===== src/rtl/register_file.sv =====
// rtl/register_file.sv - 4x16 register file, two combinational read ports, one write port
// Same-cycle writes are forwarded to the read ports; reset clears storage and masks outputs.
module register_file #(
   parameter int DATA_WIDTH = 16,
   parameter int ADDR_WIDTH = 2
) (
   input  logic                  clk,
   input  logic                  reset,
   input  logic [ADDR_WIDTH-1:0] reg1,
   input  logic [ADDR_WIDTH-1:0] reg2,
   input  logic [ADDR_WIDTH-1:0] wreg,
   input  logic [DATA_WIDTH-1:0] wdata,
   input  logic                  write_en,
   output logic [DATA_WIDTH-1:0] data1,
   output logic [DATA_WIDTH-1:0] data2
);

   localparam int DEPTH = 2 ** ADDR_WIDTH;

   logic [DATA_WIDTH-1:0] entry [DEPTH];
   logic                  fwd1;
   logic                  fwd2;

   always_ff @(posedge clk or posedge reset) begin
      if (reset) begin
         for (int i = 0; i < DEPTH; i++) begin
            entry[i] <= '0;
         end
      end else if (write_en) begin
         entry[wreg] <= wdata;
      end
   end

   assign fwd1 = write_en && (reg1 == wreg);
   assign fwd2 = write_en && (reg2 == wreg);

   // Outputs are held at zero during reset so a pending write cannot leak through forwarding.
   always_comb begin
      data1 = entry[reg1];
      if (fwd1) begin
         data1 = wdata;
      end
      if (reset) begin
         data1 = '0;
      end
   end

   always_comb begin
      data2 = entry[reg2];
      if (fwd2) begin
         data2 = wdata;
      end
      if (reset) begin
         data2 = '0;
      end
   end

endmodule


===== config.mk =====
export PLATFORM = sky130hd
export DESIGN_NAME = register_file
export DESIGN_NICKNAME = d
export VERILOG_FILES = /design/src/rtl/register_file.sv
export SDC_FILE = /design/constraint.sdc
export NUM_CORES = 1
export LEC_CHECK = 0
export ABC_AREA = 1
export CAP_MARGIN = 20
export CORE_ASPECT_RATIO = 1.75
export CORE_MARGIN = 10
export CORE_UTILIZATION = 35
export DETAILED_ROUTE_END_ITERATION = 8
export DONT_BUFFER_PORTS = 1
export GPL_TIMING_DRIVEN = 0
export SLEW_MARGIN = 20
export SYNTH_ARGS = -nofsm -noshare
export SYNTH_HDL_FRONTEND = slang
export SYNTH_SLANG_ARGS = --single-unit

===== constraint.sdc =====
create_clock -name clk -period 3.9 [get_ports clk]
set_input_delay 0.585 -clock clk [delete_from_list [all_inputs] [get_ports clk]]
set_output_delay 0.585 -clock clk [all_outputs]
set_load 0.1 [all_outputs]

==> qor.yml, run 1 <==
cts:
  clk_latency_ps: 330
  cts_tree: "built"
  clk_path_buf_depth: 2
  numCtsBuffers: 9
  hold_buffers: 0
  cts_root_buf: "clkbuf_16"
  htreeDepth: 3
  postCtsResizedCells: 0
  cts.sinks: 64
  path_clk_slew_ps: 50
  postCtsSetupBuffers: 0
power_and_ir_drop:
  ir_drop_uv: 258
  p_total_mw: 2.37
  p_per_area_mw_per_mm2: 487
  p_leak_nw: 2.62
synth:
  ys_ff_latch: 64
  avgSynthCellArea_um2: 6.15
  postSynthNetCount: 724
  syn_inst: 699
  synth_seq_area_share_pct: 37.3
  synth_cell_types: 14
  synthesis.area_mm2: 0.00430
  yosys_warnings: 0
worst_setup_path:
  critPathKind: "primary input to output pin"
  path_max_fanout: 10
  cp.arrival_ps: 2440
  worst_setup_path_end_kind: "output pin"
  worst_ep_required_time_ps: 3310
  cp-start-kind: "primary input"
layout:
  reg_top3: "entry x64"
  largest_reg_flops: 64
  regMostFlops: "entry"
  layout.nets: 736
  final_area_mm2: 0.00486
  drive_gt1_share_pct: 10.6
  final_util_pct: 40.5
  num_antenna_cells: 0
  area_growth_pct: 13.2
global_routing:
  grt_pass1_wl_mm: 24.9
  grt_overflow: 0
  grt_util_met1_pct: 18.5
  grt_busiest_layer: "met2"
  antenna_found_initial: 0
  grt_util_met3_pct: 3.25
  grt_max_degree: 40
  grt_pass1_vias: 4601
  grt_use_total_pct: 18.5
  met2_usage_pct: 33.0
floorplanning:
  pin_count: 57
  die_w_um: 104
  start_util_pct: 35.8
  rows: 53
  die_area_mm2: 0.0173
  coreArea_mm2: 0.0120
  die_height_um: 167
sta:
  hold_violations: 0
  fmax_mhz: 331
  timing.hold.ws_ps: 368
  fin_setup_tns_ps: 0
  tightest_slew_ps: 1160
  skew_ps: 0
  min_period_over_period_pct: 77.5
  slew_violations: 0
  setup_violations: 0
  period_minus_slack_ps: 3020
  maxSlewHeadroom_pct: 22.8
  rsz0062_at_grt: "no"
route:
  vias: 4568
  wl_per_cell_um: 18.2
  dr.pass1.iters: 6
  drc_errors: 0
  drt_iter0_markers: 400
  drt.antenna.violating_nets: 0
  vias_per_cell: 5.20
  drt_wl_total_mm: 16.0
place:
  place_area_mm2: 0.00461
  gp_congestion: 0.921
  portBuffers: 0
  hpwl_mm: 11.9
job:
  cap_violations: 0
hold_path:
  worstHoldPathType: "primary input to async pin"
outcome:
  status: "completed"
-- metrics by stage --
stage                     worst slack (ps)  cells
final                                  879    879
after global routing                   756    879
after CTS                              873    879
after detailed placement               872    865
after global placement                -489    864
after floorplan                       82.3    699
-- final timing paths --
kind	from	slack (ps)	end	cells past startpoint
setup / recovery	reg2[1]	880	data2[7]	6
hold / removal	reset	370	entry[1]$_DFFE_PP0P_	2
setup reg to reg	entry[5]$_DFFE_PP0P_	3200	entry[5]$_DFFE_PP0P_	2
hold reg to reg	entry[19]$_DFFE_PP0P_	480	entry[19]$_DFFE_PP0P_	2
max in group asynchronous	reset	2960	entry[58]$_DFFE_PP0P_	3
min in group clk	entry[19]$_DFFE_PP0P_	480	entry[19]$_DFFE_PP0P_	2
-- cell usage after synthesis --
cell type	count	area, µm²
buf_1	3	11.3
buf_2	11	55.1
buf_4	7	52.6
buf_6	3	33.8
clkbuf_1	18	67.6
dfrtp_1	64	1600
inv_1	87	327
inv_2	4	15.0
nand2_1	268	1010
nand3_1	100	500
nand3_2	2	20.0
nor2_1	64	240
nor2_4	4	45.0
o21ai_0	64	320
-- per-layer routing --
layer | up-vias | share of wire [%] | routed length, µm
met5 | - | 0 | 0
met4 | 0 | 6.9 | 1110
met3 | 66 | 5.8 | 927
met2 | 217 | 51 | 8190
met1 | 2116 | 36 | 5810
li1 | 2169 | - | -
-- power by group --
group | leakage [nW] | switching, mW | internal [mW] | total [mW]
clock | 0.126 | 0.284 | 0.439 | 0.723
sequential | 0.799 | 0.0577 | 0.771 | 0.829
combinational | 1.70 | 0.638 | 0.176 | 0.814
total | 2.62 | 0.979 | 1.39 | 2.37
-- cells by family after synthesis --
| logic type | count (synthesis) | synth area share, % |
|---|---|---|
| flops | 64 | 37.3 |
| simple gates | 438 | 42.2 |
| compound gates | 64 | 7.46 |
| buf+inv | 133 | 13.1 |
-- worst max-delay path: stages --
cell      delay (ps)
buf_6            120
clkbuf_1         480
nand3_1          230
nand2_1          110
nor2_1            60
nor2_2           840
-- area by class of cell --
cell class | instances | area, µm²
Multi-Input combinational cell | 502 | 2210
Clock inverter | 1 | 5.00
Buffer | 42 | 224
Tap cell | 165 | 206
Fill cell | 1308 | 7140
Timing Repair Buffer | 1 | 20.0
Sequential cell | 64 | 1600
Clock buffer | 13 | 250
Inverter | 91 | 342
-- cells in the final DEF, fill, tap and decap left out --
cell / n
buf_1: 2
buf_12: 1
buf_2: 11
buf_4: 8
buf_6: 3
clkbuf_1: 21
clkbuf_16: 9
clkbuf_8: 1
clkinv_2: 1
dfrtp_1: 64
inv_1: 87
inv_2: 4
nand2_1: 268
nand3_1: 100
nand3_2: 2
nor2_1: 32
nor2_2: 32
nor2_4: 4
o21ai_0: 64
No activity file was read; power rests on OpenSTA's default activity.
==> run 2, diff against run 1 <==
==> constraint.sdc (replaced) <==
create_clock -name clk -period 2.87 [get_ports clk]
set_input_delay 0.4305 -clock clk [delete_from_list [all_inputs] [get_ports clk]]
set_output_delay 0.4305 -clock clk [all_outputs]
set_load 0.1 [all_outputs]
==> run 2 against run 1 <==
  * Clock power up 38%
  * Critical endpoint is now data2[6]
  * Largest power group unchanged
  * Worst hold slack worse by 3.7 ps
  * Highest routed layer unchanged
  * Cell area up 0.64%
==> qor.yml, run 2 (synthesis results as in run 1) <==
floorplanning:
  start_util_pct: 35.8  # unchanged
  die_w_um: 104  # unchanged
  coreArea_mm2: 0.0120  # unchanged
  rows: 53  # unchanged
  die_height_um: 167  # unchanged
  die_area_mm2: 0.0173  # unchanged
  pin_count: 57  # unchanged
worst_setup_path:
  slowest_delay_ps: 850  # about the same
  cp-start-kind: "primary input"
  worst_setup_path_end_kind: "output pin"
  crit_path_cell_trace: "buf_6 > clkbuf_1 > nand3_1 > nand2_1 > nor2_1 > nor2_2"
  critPathKind: "primary input to output pin"
  crit_slowest_cell: "nor2_2"
  worst_ep_required_time_ps: 2440  # -870 ps
  cp.arrival_ps: 2250  # -190 ps
  path_max_fanout: 10  # unchanged
  cp-startpoint: "reg2[1]"
  r2r_start: "entry[29]$_DFFE_PP0P_"
sta:
  period_minus_slack_ps: 2690
  skew_ps: 0  # unchanged
  tightest_slew_ps: 1150  # -11.4 ps
  min_period_over_period_pct: 93.6
  setup_violations: 0  # unchanged
  setup_ws_ps: 185  # -694 ps
  timing.hold.ws_ps: 364  # -3.66 ps
  hold_violations: 0  # unchanged
  slew_violations: 0  # unchanged
  fmax_mhz: 372
  maxSlewHeadroom_pct: 23.5  # +0.76 points
  fin_setup_tns_ps: 0  # unchanged
  rsz0062_at_grt: "no"
place:
  place_inst: 864  # -0.12%
  gp_congestion: 0.934  # +1.4%
  pre_cts_slack_ps: -21.8  # -894 ps
  hpwl_mm: 11.8  # -1.1%
  portBuffers: 0  # unchanged
  place_area_mm2: 0.00459  # -0.43%
cts:
  postCtsSetupBuffers: 0  # unchanged
  cts_tree: "built"
  cts_root_buf: "clkbuf_16"
  hold_buffers: 0  # unchanged
  path_clk_slew_ps: 50  # about the same
  clk_path_buf_depth: 2  # unchanged
  htreeDepth: 3  # unchanged
  numCtsBuffers: 9  # unchanged
  cts.sinks: 64  # unchanged
  clk_latency_ps: 340  # about the same
power_and_ir_drop:
  swShare_pct: 41.3  # -0.12 points
  p_int_mw: 1.91  # +37%
  p_total_mw: 3.24  # +37%
  p_leak_nw: 2.62  # about the same
  ir_drop_uv: 308  # +19%
  combinationalPowerShare_pct: 34.5  # about the same
  p_per_area_mw_per_mm2: 663  # +36%
  switching_power_mw: 1.34  # +37%
  p_clk_share_pct: 30.9  # +0.3 points
  p_seq_share_pct: 34.6  # -0.4 points
layout:
  final_common_cell: "nand2_1"
  regMostFlops: "entry"
  drive_gt1_share_pct: 10.7  # +0.030 points
  area_growth_pct: 13.9
  instances_no_fill: 877  # -0.23%
  final_cell_mix: "nand2_1, nand3_1, inv_1, o21ai_0, dfrtp_1"
  final_util_pct: 40.8  # +0.26 points
  layout.nets: 735  # -0.14%
  reg_top3: "entry x64"
  final_area_mm2: 0.00489  # +0.64%
  largest_reg_flops: 64  # unchanged
  num_antenna_cells: 0  # unchanged
route:
  vias_per_cell: 5.24  # +0.86%
  top_layer_used: "met4"
  drt.antenna.violating_nets: 0  # unchanged
  met1_length_mm: 5.58  # -3.9%
  wl_per_cell_um: 18.2  # -0.33%
  drc_errors: 0  # unchanged
  dr_wl_met2_mm: 8.35  # +2.0%
  wl_met3_um: 935  # +0.86%
  drt_iter0_markers: 309  # -23%
  vias: 4597  # +0.63%
  drt_wl_total_mm: 15.9  # -0.56%
  dr.pass1.iters: 5  # -1
outcome:
  status: "completed"
hold_path:
  worstHoldPathType: "primary input to flip-flop"
  hold_path_startpoint: "wdata[10]"
global_routing:
  grt_pass1_wl_mm: 25.1  # +0.80%
  grt_max_degree: 74  # +85%
  grt_pass1_vias: 4629  # +0.61%
  grt_use_total_pct: 18.5  # +0.043 points
  grt_overflow: 0  # unchanged
  antenna_found_initial: 0  # unchanged
job:
  cap_violations: 0  # unchanged
[run 2: cell types whose count changed in the layout (fill, tap and decap cells not counted), sizes merged]
| cell | delta |
|---|---|
| buf | -1 |
| clkbuf | -1 |
[run 2: power groups by stage]
stage                     combinational (mW)  sequential (mW)  clock, mW
after CTS                               1.10             1.12       1.01
after global routing                    1.22             1.14       1.05
after global placement                  1.06             1.13          0
after detailed placement                1.10             1.14          0
final                                   1.12             1.12       1.00
after floorplan                        0.892             1.12          0
[run 2: critical path, delay by kind of cell]
| kind | cells | cell delay, ps |
|---|---|---|
| and+or+nand+nor | 4 | 1260 |
| buffers and inverters | 2 | 560 |
[run 2: timing repair]
item,in CTS,in global routing
gates resized for setup,1,8
setup endpoints to repair,1,8
pin swaps,0,0
[run 2: final timing paths]
path	end	slack [ps]	cells past startpoint
min reg2reg	entry[53]$_DFFE_PP0P_	480	2
max	data2[6]	180	6
max in group asynchronous	entry[51]$_DFFE_PP0P_	1840	2
max reg2reg	entry[29]$_DFFE_PP0P_	2180	2
min in group asynchronous	entry[63]$_DFFE_PP0P_	410	2
min	entry[26]$_DFFE_PP0P_	360	2
[run 2: per-layer routing]
layer,GRT usage (%),vias to the layer above
met2,32.6,204
met4,14.1,0
met3,3.17,60
li1,-,2165
met1,19.1,2168
met5,0,-
[run 2: area by class of cell]
cell class                      count  area, µm²
Inverter                           91        342
Sequential cell                    64       1600
Multi-Input combinational cell    502       2260
Tap cell                          165        206
Clock buffer                       12        256
Clock inverter                      1       5.00
Buffer                             42        224
Fill cell                        1258       7110
==> run 3, diff against run 2 <==
--- a/config.mk
+++ b/config.mk
@@ -13,6 +13,7 @@
 export DETAILED_ROUTE_END_ITERATION = 8
 export DONT_BUFFER_PORTS = 1
 export GPL_TIMING_DRIVEN = 0
+export MAX_ROUTING_LAYER = met4
 export SLEW_MARGIN = 20
 export SYNTH_ARGS = -nofsm -noshare
 export SYNTH_HDL_FRONTEND = slang
==> run 3 against run 2 <==
  * Sequential power hardly changed
  * Non-clock buffer count stayed put
  * Global-route usage is 0.62 points higher
  * Combinational power hardly changed
  * Critical path depth stayed put
  * Register-to-register slack hardly changed
  * Flip-flop and latch count stayed put
  * Power is 2.2% higher
  * Setup slack better by 15 ps
  * Critical endpoint unchanged
  * Highest routed layer unchanged
==> qor.yml, run 3 (synthesis results as in run 1) <==
floorplanning:
  coreArea_mm2: 0.0120  # unchanged
  start_util_pct: 35.8  # unchanged
  die_area_mm2: 0.0173  # unchanged
  die_height_um: 167  # unchanged
  die_w_um: 104  # unchanged
  pin_count: 57  # unchanged
  rows: 53  # unchanged
worst_setup_path:
  timing.rr.end: "entry[50]$_DFFE_PP0P_"
  r2r_start: "entry[50]$_DFFE_PP0P_"
  critPathCapture: "data2[6]"
  worst_ep_required_time_ps: 2440  # about the same
  critPathKind: "primary input to output pin"
  path_depth: 6  # unchanged
  reg2reg_slack_ps: 2180  # about the same
  crit_slowest_cell: "nor2_2"
  cp.arrival_ps: 2240  # about the same
  path_max_fanout: 10  # unchanged
  cp_top_family: "simple AND/OR/NAND/NOR gates"
  reg2regPathDepth: 2  # unchanged
  slowest_delay_ps: 830  # -20 ps
  crit_buf_inv: 2  # unchanged
  cp-start-kind: "primary input"
  crit_path_cell_trace: "buf_6 > clkbuf_1 > nand3_1 > nand2_1 > nor2_1 > nor2_2"
  worst_setup_path_end_kind: "output pin"
  cp-startpoint: "reg2[1]"
job:
  cap_violations: 0  # unchanged
sta:
  skew_ps: 0  # unchanged
  fmax_mhz: 375  # +0.56%
  period_minus_slack_ps: 2670  # -14.9 ps
  maxSlewHeadroom_pct: 23.4  # -0.084 points
  setup_violations: 0  # unchanged
  min_period_over_period_pct: 93.0  # -0.52 points
  setup_ws_ps: 200  # +14.9 ps
  rsz0062_at_grt: "no"
  timing.hold.ws_ps: 369  # +4.58 ps
  hold_violations: 0  # unchanged
  slew_violations: 0  # unchanged
  tightest_slew_ps: 1150  # +1.26 ps
outcome:
  status: "completed"
global_routing:
  grt_overflow: 0  # unchanged
  grt_pass1_wl_mm: 25.0  # -0.28%
  grt_use_total_pct: 19.1  # +0.62 points
  grt_max_degree: 74  # unchanged
  grt_pass1_vias: 4485  # -3.1%
  antenna_found_initial: 0  # unchanged
hold_path:
  worstHoldPathType: "primary input to flip-flop"
route:
  drt_wl_total_mm: 16.2  # +1.6%
  drc_errors: 0  # unchanged
  vias: 4544  # -1.2%
  drt_iter0_markers: 365  # +18%
  drt.antenna.violating_nets: 0  # unchanged
  wl_per_cell_um: 18.4  # +1.3%
  vias_per_cell: 5.16  # -1.5%
  dr.pass1.iters: 5  # unchanged
layout:
  final_common_cell: "nand2_1"
  reg_top3: "entry x64"
  final_util_pct: 40.9  # +0.17 points
  drive_gt1_share_pct: 10.8  # +0.095 points
  num_antenna_cells: 0  # unchanged
  layout.nets: 735  # unchanged
  largest_reg_flops: 64  # unchanged
  final_cell_mix: "nand2_1, nand3_1, inv_1, o21ai_0, dfrtp_1"
  regMostFlops: "entry"
  area_growth_pct: 14.4
place:
  hpwl_mm: 11.8  # about the same
  pre_cts_slack_ps: -6.23  # +15.5 ps
  gp_congestion: 0.940  # +0.64%
  portBuffers: 0  # unchanged
power_and_ir_drop:
  ir_drop_uv: 354  # +15%
  p_int_mw: 1.96  # +2.8%
  p_per_area_mw_per_mm2: 675  # +1.7%
  p_clk_share_pct: 32.4  # +1.5 points
  swShare_pct: 40.9  # -0.35 points
  combinationalPowerShare_pct: 33.7  # -0.8 points
  switching_power_mw: 1.36  # +1.3%
  p_leak_nw: 2.63  # +0.38%
  p_seq_share_pct: 33.9  # -0.7 points
cts:
  hold_buffers: 0  # unchanged
  clk_path_buf_depth: 2  # unchanged
  cts_tree: "built"
  htreeDepth: 3  # unchanged
  cts_root_buf: "clkbuf_16"
  path_clk_slew_ps: 50  # about the same
  clk_latency_ps: 340  # about the same
  cts.sinks: 64  # unchanged
  postCtsSetupBuffers: 0  # unchanged
  numCtsBuffers: 9  # unchanged
run 3: cell count changes in the layout (fill, tap and decap cells not counted):
cell | previous run | this run
clkbuf_8 | 2 | 0
clkbuf_1 | 19 | 21
bufinv_16 | 0 | 1
clkinv_2 | 1 | 3
run 3: what timing repair did:
item,in CTS,in global routing
cloned,0,0
endpoints found under the setup margin,1,8
resized for setup,1,8
run 3: worst min path at each step:
stage / startpoint / to / slack (ps) / cells past startpoint
2_1_floorplan: entry[0]$_DFFE_PP0P_ / entry[0]$_DFFE_PP0P_ / 450 / 2
6_report: wdata[14] / entry[30]$_DFFE_PP0P_ / 370 / 2
5_1_grt: wdata[10] / entry[58]$_DFFE_PP0P_ / 390 / 2
3_3_place_gp: entry[56]$_DFFE_PP0P_ / entry[56]$_DFFE_PP0P_ / 470 / 2
4_1_cts: wdata[10] / entry[58]$_DFFE_PP0P_ / 370 / 2
3_5_place_dp: entry[49]$_DFFE_PP0P_ / entry[49]$_DFFE_PP0P_ / 470 / 2
run 3: cell type report:
type / instances / area (µm²)
Clock buffer: 12 / 236
Sequential cell: 64 / 1600
Fill cell: 1322 / 7090
Clock inverter: 4 / 45.0
Inverter: 91 / 342
Buffer: 42 / 224
Tap cell: 165 / 206
Multi-Input combinational cell: 502 / 2260
run 3: power by group through the flow:
stage / combinational (mW) / sequential (mW) / clock, mW
floorplan: 0.892 / 1.12 / 0
global route: 1.22 / 1.14 / 1.13
global placement: 1.06 / 1.13 / 0
finish: 1.12 / 1.12 / 1.07
detailed placement: 1.10 / 1.14 / 0
CTS: 1.10 / 1.12 / 1.09
run 3: per-stage QoR:
step	power [mW]	instances	setup TNS (ps)	area (µm²)
floorplan	2.01	699	0	4320
global placement	2.19	864	-4070	4530
detailed placement	2.23	864	-6.23	4590
CTS	3.31	880	0	4870
global route	3.49	880	0	4910
finish	3.31	880	0	4910
run 3: routing by layer:
metal	wire length, µm	global-route usage (%)
met1	5990	19.6
met2	8250	32.3
met3	860	3.40
met4	1090	13.6
met5	0	-
